## config.mk

```make
export PLATFORM = sky130hd
export DESIGN_NAME = uart_line_rx
export DESIGN_NICKNAME = d
export VERILOG_FILES = /design/src/rtl/uart_line_rx_pkg.sv /design/src/rtl/uart_line_rx_buf.sv /design/src/rtl/uart_line_rx.sv
export SDC_FILE = /design/constraint.sdc
export NUM_CORES = 1
export LEC_CHECK = 0
export CORE_ASPECT_RATIO = 0.9
export CORE_UTILIZATION = 55
export CTS_CLUSTER_DIAMETER = 80
export CTS_CLUSTER_SIZE = 12
export DETAILED_ROUTE_END_ITERATION = 8
export GPL_TIMING_DRIVEN = 0
export PLACE_DENSITY_LB_ADDON = 0.05
export SLEW_MARGIN = 40
export SYNTH_ARGS = -nofsm -noshare
export SYNTH_HDL_FRONTEND = slang
export SYNTH_SLANG_ARGS = --single-unit
```

## constraint.sdc

```tcl
create_clock -name clk -period 4.4 [get_ports clk]
set_input_delay 1.1 -clock clk [delete_from_list [all_inputs] [get_ports clk]]
set_output_delay 1.1 -clock clk [all_outputs]
set_load 0.005 [all_outputs]
```

## src/rtl/uart_line_rx_pkg.sv

```systemverilog
// Shared character constants, FSM encodings and byte classifiers for the UART line receiver.
package uart_line_rx_pkg;

    localparam logic [7:0] CHAR_CR  = 8'h0D;
    localparam logic [7:0] CHAR_LF  = 8'h0A;
    localparam logic [7:0] CHAR_BS  = 8'h08;
    localparam logic [7:0] CHAR_DEL = 8'h7F;

    localparam logic [1:0] ST_COLLECT = 2'd0;
    localparam logic [1:0] ST_DISCARD = 2'd1;
    localparam logic [1:0] ST_READY   = 2'd2;

    function automatic logic is_term(input logic [7:0] b);
        return (b == CHAR_CR) || (b == CHAR_LF);
    endfunction

    function automatic logic is_bs(input logic [7:0] b);
        return (b == CHAR_BS) || (b == CHAR_DEL);
    endfunction

endpackage

```

## src/rtl/uart_line_rx_buf.sv

```systemverilog
// Line storage: 1-write/1-read synchronous RAM (module line_buf), registered read port for block-RAM inference.
module line_buf #(
    parameter int DEPTH  = 16,
    parameter int ADDR_W = 4
) (
    input  logic              clk,
    input  logic              rst,
    input  logic              we,
    input  logic [ADDR_W-1:0] waddr,
    input  logic [7:0]        wdata,
    input  logic [ADDR_W-1:0] raddr,
    output logic [7:0]        rdata
);

    logic [7:0] mem [DEPTH];
    logic [7:0] rdata_q;

    always_ff @(posedge clk) begin
        if (we) begin
            mem[waddr] <= wdata;
        end
    end

    always_ff @(posedge clk) begin
        if (rst) begin
            rdata_q <= 8'h00;
        end else begin
            rdata_q <= mem[raddr];
        end
    end

    assign rdata = rdata_q;

endmodule

```

## src/rtl/uart_line_rx.sv

```systemverilog
// Assembles UART bytes into a CR/LF-terminated line held for a consumer until line_ack.
// Optional feature macro: UART_LINE_BACKSPACE_EN (0x08/0x7F erase the previous byte while collecting).
module uart_line_rx
    import uart_line_rx_pkg::*;
#(
    parameter int  MAX_LEN = 16,
    localparam int LEN_W   = $clog2(MAX_LEN + 1),
    localparam int ADDR_W  = (MAX_LEN > 1) ? $clog2(MAX_LEN) : 1
) (
    input  logic              clk,
    input  logic              rst,
    input  logic              received,
    input  logic [7:0]        rx_byte,
    input  logic              recv_error,
    output logic              line_valid,
    output logic [LEN_W-1:0]  line_len,
    output logic              line_overflow,
    output logic              overrun,
    input  logic              line_ack,
    input  logic [ADDR_W-1:0] rd_addr,
    output logic [7:0]        rd_data
);

`ifdef UART_LINE_BACKSPACE_EN
    localparam logic BS_EN = 1'b1;
`else
    localparam logic BS_EN = 1'b0;
`endif

    localparam logic [LEN_W-1:0] MAX_LEN_L = LEN_W'(MAX_LEN);

    logic [1:0]       state_q, state_d;
    logic [LEN_W-1:0] len_q, len_d;
    logic             ovf_q, ovf_d;
    logic             overrun_q, overrun_d;

    logic [1:0]       st_eff;
    logic [LEN_W-1:0] len_eff;
    logic             ovf_eff;
    logic             ovr_eff;
    logic             wr_en;
    logic             term_hit;
    logic             bs_hit;

    assign term_hit = is_term(rx_byte);
    assign bs_hit   = BS_EN && is_bs(rx_byte);

    always_comb begin
        // An ack in READY releases the line first, so a coincident byte starts the next line.
        st_eff  = state_q;
        len_eff = len_q;
        ovf_eff = ovf_q;
        ovr_eff = overrun_q;
        if (state_q == ST_READY && line_ack) begin
            st_eff  = ST_COLLECT;
            len_eff = '0;
            ovf_eff = 1'b0;
            ovr_eff = 1'b0;
        end

        state_d   = st_eff;
        len_d     = len_eff;
        ovf_d     = ovf_eff;
        overrun_d = ovr_eff;
        wr_en     = 1'b0;

        case (st_eff)
            ST_COLLECT: begin
                if (recv_error) begin
                    len_d   = '0;
                    ovf_d   = 1'b0;
                    state_d = ST_DISCARD;
                end else if (received) begin
                    if (term_hit) begin
                        if (len_eff != '0) begin
                            state_d = ST_READY;
                        end
                    end else if (bs_hit) begin
                        if (len_eff != '0) begin
                            len_d = len_eff - LEN_W'(1);
                        end
                    end else if (len_eff == MAX_LEN_L) begin
                        ovf_d   = 1'b1;
                        state_d = ST_DISCARD;
                    end else begin
                        wr_en = 1'b1;
                        len_d = len_eff + LEN_W'(1);
                    end
                end
            end
            ST_DISCARD: begin
                // len is still MAX_LEN after an overflow, so the truncated line is delivered as-is.
                if (received && term_hit) begin
                    if (ovf_eff) begin
                        state_d = ST_READY;
                    end else begin
                        state_d = ST_COLLECT;
                        len_d   = '0;
                    end
                end
            end
            ST_READY: begin
                if (received && !term_hit) begin
                    overrun_d = 1'b1;
                end
            end
            default: begin
                state_d = ST_COLLECT;
                len_d   = '0;
                ovf_d   = 1'b0;
            end
        endcase
    end

    always_ff @(posedge clk) begin
        if (rst) begin
            state_q   <= ST_COLLECT;
            len_q     <= '0;
            ovf_q     <= 1'b0;
            overrun_q <= 1'b0;
        end else begin
            state_q   <= state_d;
            len_q     <= len_d;
            ovf_q     <= ovf_d;
            overrun_q <= overrun_d;
        end
    end

    line_buf #(
        .DEPTH  (MAX_LEN),
        .ADDR_W (ADDR_W)
    ) u_line_buf (
        .clk   (clk),
        .rst   (rst),
        .we    (wr_en && !rst),
        .waddr (len_eff[ADDR_W-1:0]),
        .wdata (rx_byte),
        .raddr (rd_addr),
        .rdata (rd_data)
    );

    assign line_valid    = (state_q == ST_READY);
    assign line_len      = len_q;
    assign line_overflow = (state_q == ST_READY) && ovf_q;
    assign overrun       = overrun_q;

endmodule

```

=== Yosys cells after proc, flatten, opt, wreduce, memory -nomap -nowiden ===
Memory sizes are Yosys's and may differ from the RTL's. A register that Yosys moved wholly into a read port is not among the register bits.
Cells that the tools add are included.

* Word-level logic and storage cells: 56
* Bits in latches: 0
* RAM bits: 128
* Output and inout bits: 16
* Bits in read-only memories: 0
* Flip-flop bits (word level): 9
* Memories: 1

* Add/subtract/negate cells: 1
* Multiplexer cells: 33
* Divide/modulo/power cells: 0
* Eq/ne operators: 6
* Magnitude comparators: 0
* Reduce and logical (&&, ||, !) cells: 11
* Shift-type cells: 0
* Bitwise gates (word level): 0
* Multiply operators: 0

{| class="wikitable"
|+ Memories
! memory !! depth !! width !! rd ports !! clocked after Yosys merged registers in !! write ports !! line !! RTL
|-
| u_line_buf.mem || 16 || 8 || 1 || 1 || 1 || uart_line_rx_buf.sv:15 || <nowiki>logic [7:0] mem [DEPTH];</nowiki>
|}

{| class="wikitable"
|+ Operators by type and width
! kind !! number
|-
| 5-bit two-way mux || 7
|-
| 8-bit by 4-bit equality test with 1-bit output, second input constant || 2
|-
| 2-bit two-way mux || 8
|-
| 1-bit two-way mux || 15
|-
| 5-bit one-hot mux with 3 select lines || 1
|-
| 2-bit one-hot mux with 3 select lines || 1
|-
| 5-bit by 1-bit adder with 5-bit output, second input constant || 1
|-
| 5-bit equality test, second input constant || 1
|-
| 1-bit logical AND || 5
|-
| 5-bit nonzero test || 1
|-
| 2-bit equality test, second input constant || 2
|-
| 2-bit by 1-bit equality test with 1-bit output, second input constant || 1
|-
| 1-bit logical NOT || 2
|-
| 2-bit logical NOT || 1
|-
| 1-bit one-hot mux with 2 select lines || 1
|-
| 2-bit OR reduction || 1
|-
| 1-bit logical OR || 1
|}

=== Logic depth before layout (Yosys ltp) ===
* Word-level depth: 12
* Mapped depth: 7
* Mapped depth without buffers: 5

=== Cells and area by module ===
From an unflattened synthesis, not the netlist that was laid out.

* Cells, all modules: 348
* Area total of the unflattened synthesis: 6014.5 um2

{| class="wikitable"
|+ By module, submodules not included
! module !! sequential area each (um2) !! area each (um2) !! instances !! cells an instance
|-
| line_buf || 4003.8 || 5282.6 || 1 || 259
|-
| uart_line_rx || 180.2 || 732.0 || 1 || 89
|}

=== Worst setup path before layout ===
No wires, ideal clock.

* Path type: input-to-reg
* Start: input port line_ack
* End: memory u_line_buf.mem[2][0], enable pin
* Arrival time: 2758 ps
* Slack: 1259 ps
* Stages: 6
* Library setup time: 383 ps
* Path through: inv_1 a2111oi_2 and4b_1 buf_2 nand4b_1 nor3_1

* Longest elaborated chain between the ends: 11

{| class="wikitable"
|+ Ends and longest elaborated chain
! what !! line !! RTL
|-
| start, declared || uart_line_rx.sv:19 || <nowiki>input logic line_ack,</nowiki>
|-
| 1-bit logical AND * || uart_line_rx.sv:54 || <nowiki>if (state_q == ST_READY && line_ack) begin</nowiki>
|-
| 5-bit two-way mux || uart_line_rx.sv:54 ||
|-
| 5-bit equality test || uart_line_rx.sv:82 || <nowiki>end else if (len_eff == MAX_LEN_L) begin</nowiki>
|-
| 1-bit two-way mux || uart_line_rx.sv:82 ||
|-
| 1-bit two-way mux || uart_line_rx.sv:74 || <nowiki>if (term_hit) begin</nowiki>
|-
| 1-bit two-way mux || uart_line_rx.sv:73 || <nowiki>end else if (received) begin</nowiki>
|-
| 1-bit two-way mux || uart_line_rx.sv:69 || <nowiki>if (recv_error) begin</nowiki>
|-
| 1-bit two-way mux || uart_line_rx.sv:67 || <nowiki>case (st_eff)</nowiki>
|-
| 1-bit logical AND || uart_line_rx.sv:135 || <nowiki>.we (wr_en && !rst),</nowiki>
|-
| 1-bit two-way mux || uart_line_rx_buf.sv:19 || <nowiki>if (we) begin</nowiki>
|-
| 1-bit two-way mux (not written as such) || uart_line_rx_buf.sv:20 || <nowiki>mem[waddr] <= wdata;</nowiki>
|-
| end, declared || uart_line_rx_buf.sv:15 ||
|}

Mark *: on every way between the ends. The rest lies on a longest branch, timed or not.

=== Worst setup path in the final report ===
* Start: input port rx_byte[0]
* End: memory u_line_buf.mem[3][0], enable pin

* Longest elaborated chain between the ends: 9

{| class="wikitable"
|+ Ends and longest elaborated chain
! what !! line !! RTL
|-
| start, declared || uart_line_rx.sv:13 || <nowiki>input logic [7:0] rx_byte,</nowiki>
|-
| 8-bit by 4-bit equality test with 1-bit output || uart_line_rx_pkg.sv:14 || <nowiki>return (b == CHAR_CR) || (b == CHAR_LF);</nowiki>
|-
| 1-bit logical OR * || uart_line_rx_pkg.sv:14 ||
|-
| 1-bit two-way mux * || uart_line_rx.sv:74 ||
|-
| 1-bit two-way mux * || uart_line_rx.sv:73 ||
|-
| 1-bit two-way mux * || uart_line_rx.sv:69 ||
|-
| 1-bit two-way mux * || uart_line_rx.sv:67 ||
|-
| 1-bit logical AND * || uart_line_rx.sv:135 ||
|-
| 1-bit two-way mux * || uart_line_rx_buf.sv:19 ||
|-
| 1-bit two-way mux (not written as such) * || uart_line_rx_buf.sv:20 ||
|}

Marks and branches as above.

==> impl_metrics.yaml <==
global_route:
  grt-ovfl-total: 0
  antenna_found_initial: 0
  first_global_vias: 2975
  gr-usage-all-layers: 0.239
  grt_pass1_wl_mm: 17.6
  grt_max_degree: 19
sta:
  fmax_ghz: 0.265
  maxSlewViolCount: 0
  setup_viol: 0
  period_share: 0.857
  hold_viol_final: 0
  whs_ns: 0.529
  fin_setup_tns_ns: 0
  slew_headroom: 0.469
  rsz0062_at_grt: "false"
  fin_ws_ns: 0.630
  max_slew.worst_pin.slew_ns: 0.794
  fin_skew_ns: 0.00503
  fin_crit_ns: 3.77
cells_and_area:
  multi_input_area_um2: 1530
  finalNetCount: 368
  final-seq-area_um2: 4180
  drive_gt1_frac: 0.253
  fill_cells: 702
  syn_to_final_growth_pct: 18.7
  antenna_cells: 0
  fin_util: 0.670
worst_setup_path:
  start_kind: "primary input"
  cp.required_ns: 4.58
  endpoint_kind: "flop"
  critPathLaunch: "rx_byte[0]"
  crit_path_max_fanout: 18
  worstPathCellList: "clkdlybuf4s50_1 > or3b_4 > a2111oi_4 > and4b_1 > buf_2 > nand4_1 > nor3_2 > buf_4"
  slowest_stage: "clkdlybuf4s50_1"
  crit_type: "in -> reg"
  reg2reg_to: "u_line_buf.mem[3][0]"
  r2r_slack_ns: 1.69
  crit_arrival_ns: 3.95
  max_stage_delay_ns: 0.77
  worst_r2r_startpoint: "state_q[1]"
  endpoint: "u_line_buf.mem[3][0]"
  ff2ff_path_depth: 8
synth:
  synthAdderAreaFrac: 0
  synth_top_cell_by_area: "edfxtp_1"
  yosysWarningCount: 0
  synthXorXnorAreaFrac: 0
  synth_edf_count: 128
  synth.distinct_cells: 41
  synth_top_flop_cell: "edfxtp_1"
  post-synth-top-count-cell: "edfxtp_1"
  synth_area_leaders: "edfxtp_1 67%, mux4_2 16%, dfxtp_1 5.9%"
  synth-compound-area-share: 0.0352
  synth_seq_cells: 145
  synth_top_family_by_area: "multiplexers"
  syn-cell-area_um2: 5760
  syn_inst: 301
  syn_area_per_cell_um2: 19.1
  async_flop_share: 0
  synth_top_cell_area_share: 0.667
  yosysSeqAreaShare: 0.726
  synth_mux_area_frac: 0.158
  yosys.area_share.simple: 0.0667
  syn_nets: 318
  ys_top_cells_by_count: "128 x edfxtp_1, 40 x mux4_2, 19 x nor2_1"
floorplan:
  initial_utilization: 0.565
  core_area_um2: 10200
  die_area_um2: 10900
  die_x_um: 110
  row_count: 35
  pin_count: 33
  fp.dieH_um: 99.1
drt:
  vias: 3017
  drt-total-wl_mm: 11.5
  via_per_inst: 6.13
  wl_met3_um: 834
  drt_drc_violations_left: 0
  wl_met2_mm: 5.38
  drtIter0Drc: 209
  dr.pass1.iters: 4
  post_drt_wl_per_cell_um: 23.4
  met1Wirelength_mm: 5.10
  ant_nets: 0
  highest_layer: "met4"
place:
  dpl_worst_slack_ns: 0.229
  dpl.hpwl_mm: 7.54
  gp_congestion: 0.831
  io_buffers: 29
min_path:
  whs_path_depth: 2
  min_path_type: "reg -> reg"
job:
  maxCapViolations: 0
clock_network:
  clk_pin_slew_worst_paths_ns: 0.06
  holdBufCountCts: 0
  cts_buffers: 17
  cts.sinks: 145
  worst_skew_pair.late_latency_ns: 0.41
  post_cts_resized: 0
  cts_root_buf: "clkbuf_16"
  cts_max_level: 4
  ctsLongestPathBuffers: 2
  cts_setup_buffers: 0
  tritoncts: "built"
power_and_ir_drop:
  power_density_nw_per_um2: 458
  leakage_nw: 2.20
  ir_drop_mv: 0.339
status:
  status: "complete, no violations"
[critical path, delay by kind of cell]
family	cells	cell delay [ns]
simple gates	4	1.17
buf+inv	3	1.13
compound gates	1	0.54
[placed cells by master (no fill, tap or decap), types with 3 or more instances in the layout]
| cell | netlist | final |
|---|---|---|
| edfxtp_1 | 128 | 128 |
| mux4_2 | 40 | 40 |
| clkdlybuf4s50_1 | 0 | 29 |
| clkbuf_16 | 0 | 17 |
| dfxtp_1 | 17 | 17 |
| clkbuf_1 | 11 | 12 |
| nor2_1 | 19 | 12 |
| nor2b_1 | 12 | 12 |
| a21oi_1 | 9 | 9 |
| nor2_2 | 0 | 7 |
| clkinv_2 | 0 | 7 |
| nand2_1 | 5 | 5 |
| buf_2 | 5 | 5 |
| nand3_1 | 4 | 4 |
| and2_1 | 4 | 4 |
| o21ai_0 | 4 | 4 |
| nand2b_1 | 3 | 3 |
| nand4_1 | 3 | 3 |
| nor3_2 | 0 | 3 |
| bufinv_16 | 0 | 3 |
[worst min-delay path by stage]
stage	from	slack, ns	endpoint
4_1_cts	ovf_q	0.53	ovf_q
6_report	ovf_q	0.53	ovf_q
2_1_floorplan	ovf_q	0.47	ovf_q
5_1_grt	ovf_q	0.57	ovf_q
3_3_place_gp	overrun	0.51	overrun
3_5_place_dp	overrun	0.52	overrun
[sequential cells by signal (all words and copies together) (netlist names)]
name	count
line_len	5
ovf_q	1
u_line_buf.rdata	8
u_line_buf.mem	128
state_q	2
overrun	1
[power breakdown]
part,switching (mW),internal [mW]
clock,0.526,0.878
sequential,0.00647,1.52
combinational,0.111,0.0981
[layout make-up]
type	instances	area share
Sequential cell	145	0.612
Tap cell	129	0.0236
Buffer	18	0.0108
Timing Repair Buffer	31	0.0446
Clock inverter	13	0.0212
Inverter	2	0.00110
Clock buffer	18	0.0627
Multi-Input combinational cell	136	0.224
[cell families after synthesis]
kind of cell,Yosys count
muxes,41
DFF,145
AOI/OAI and AO/OA,27
buffers and inverters,20
and+or+nand+nor,68
[stage by stage]
stage	power [mW]	area, um^2	cells
after global placement	1.76	6210	459
after global routing	3.23	6840	492
after detailed placement	1.76	6260	461
after CTS	3.16	6840	492
after floorplan	1.67	5760	301
final	3.14	6840	492
[layer usage]
metal,vias to the layer above,global-route usage
met5,-,0
met4,0,0.108
met3,20,0.0518
met2,114,0.343
met1,1551,0.356
li1,1332,-
(Power assumes the default switching activity.)
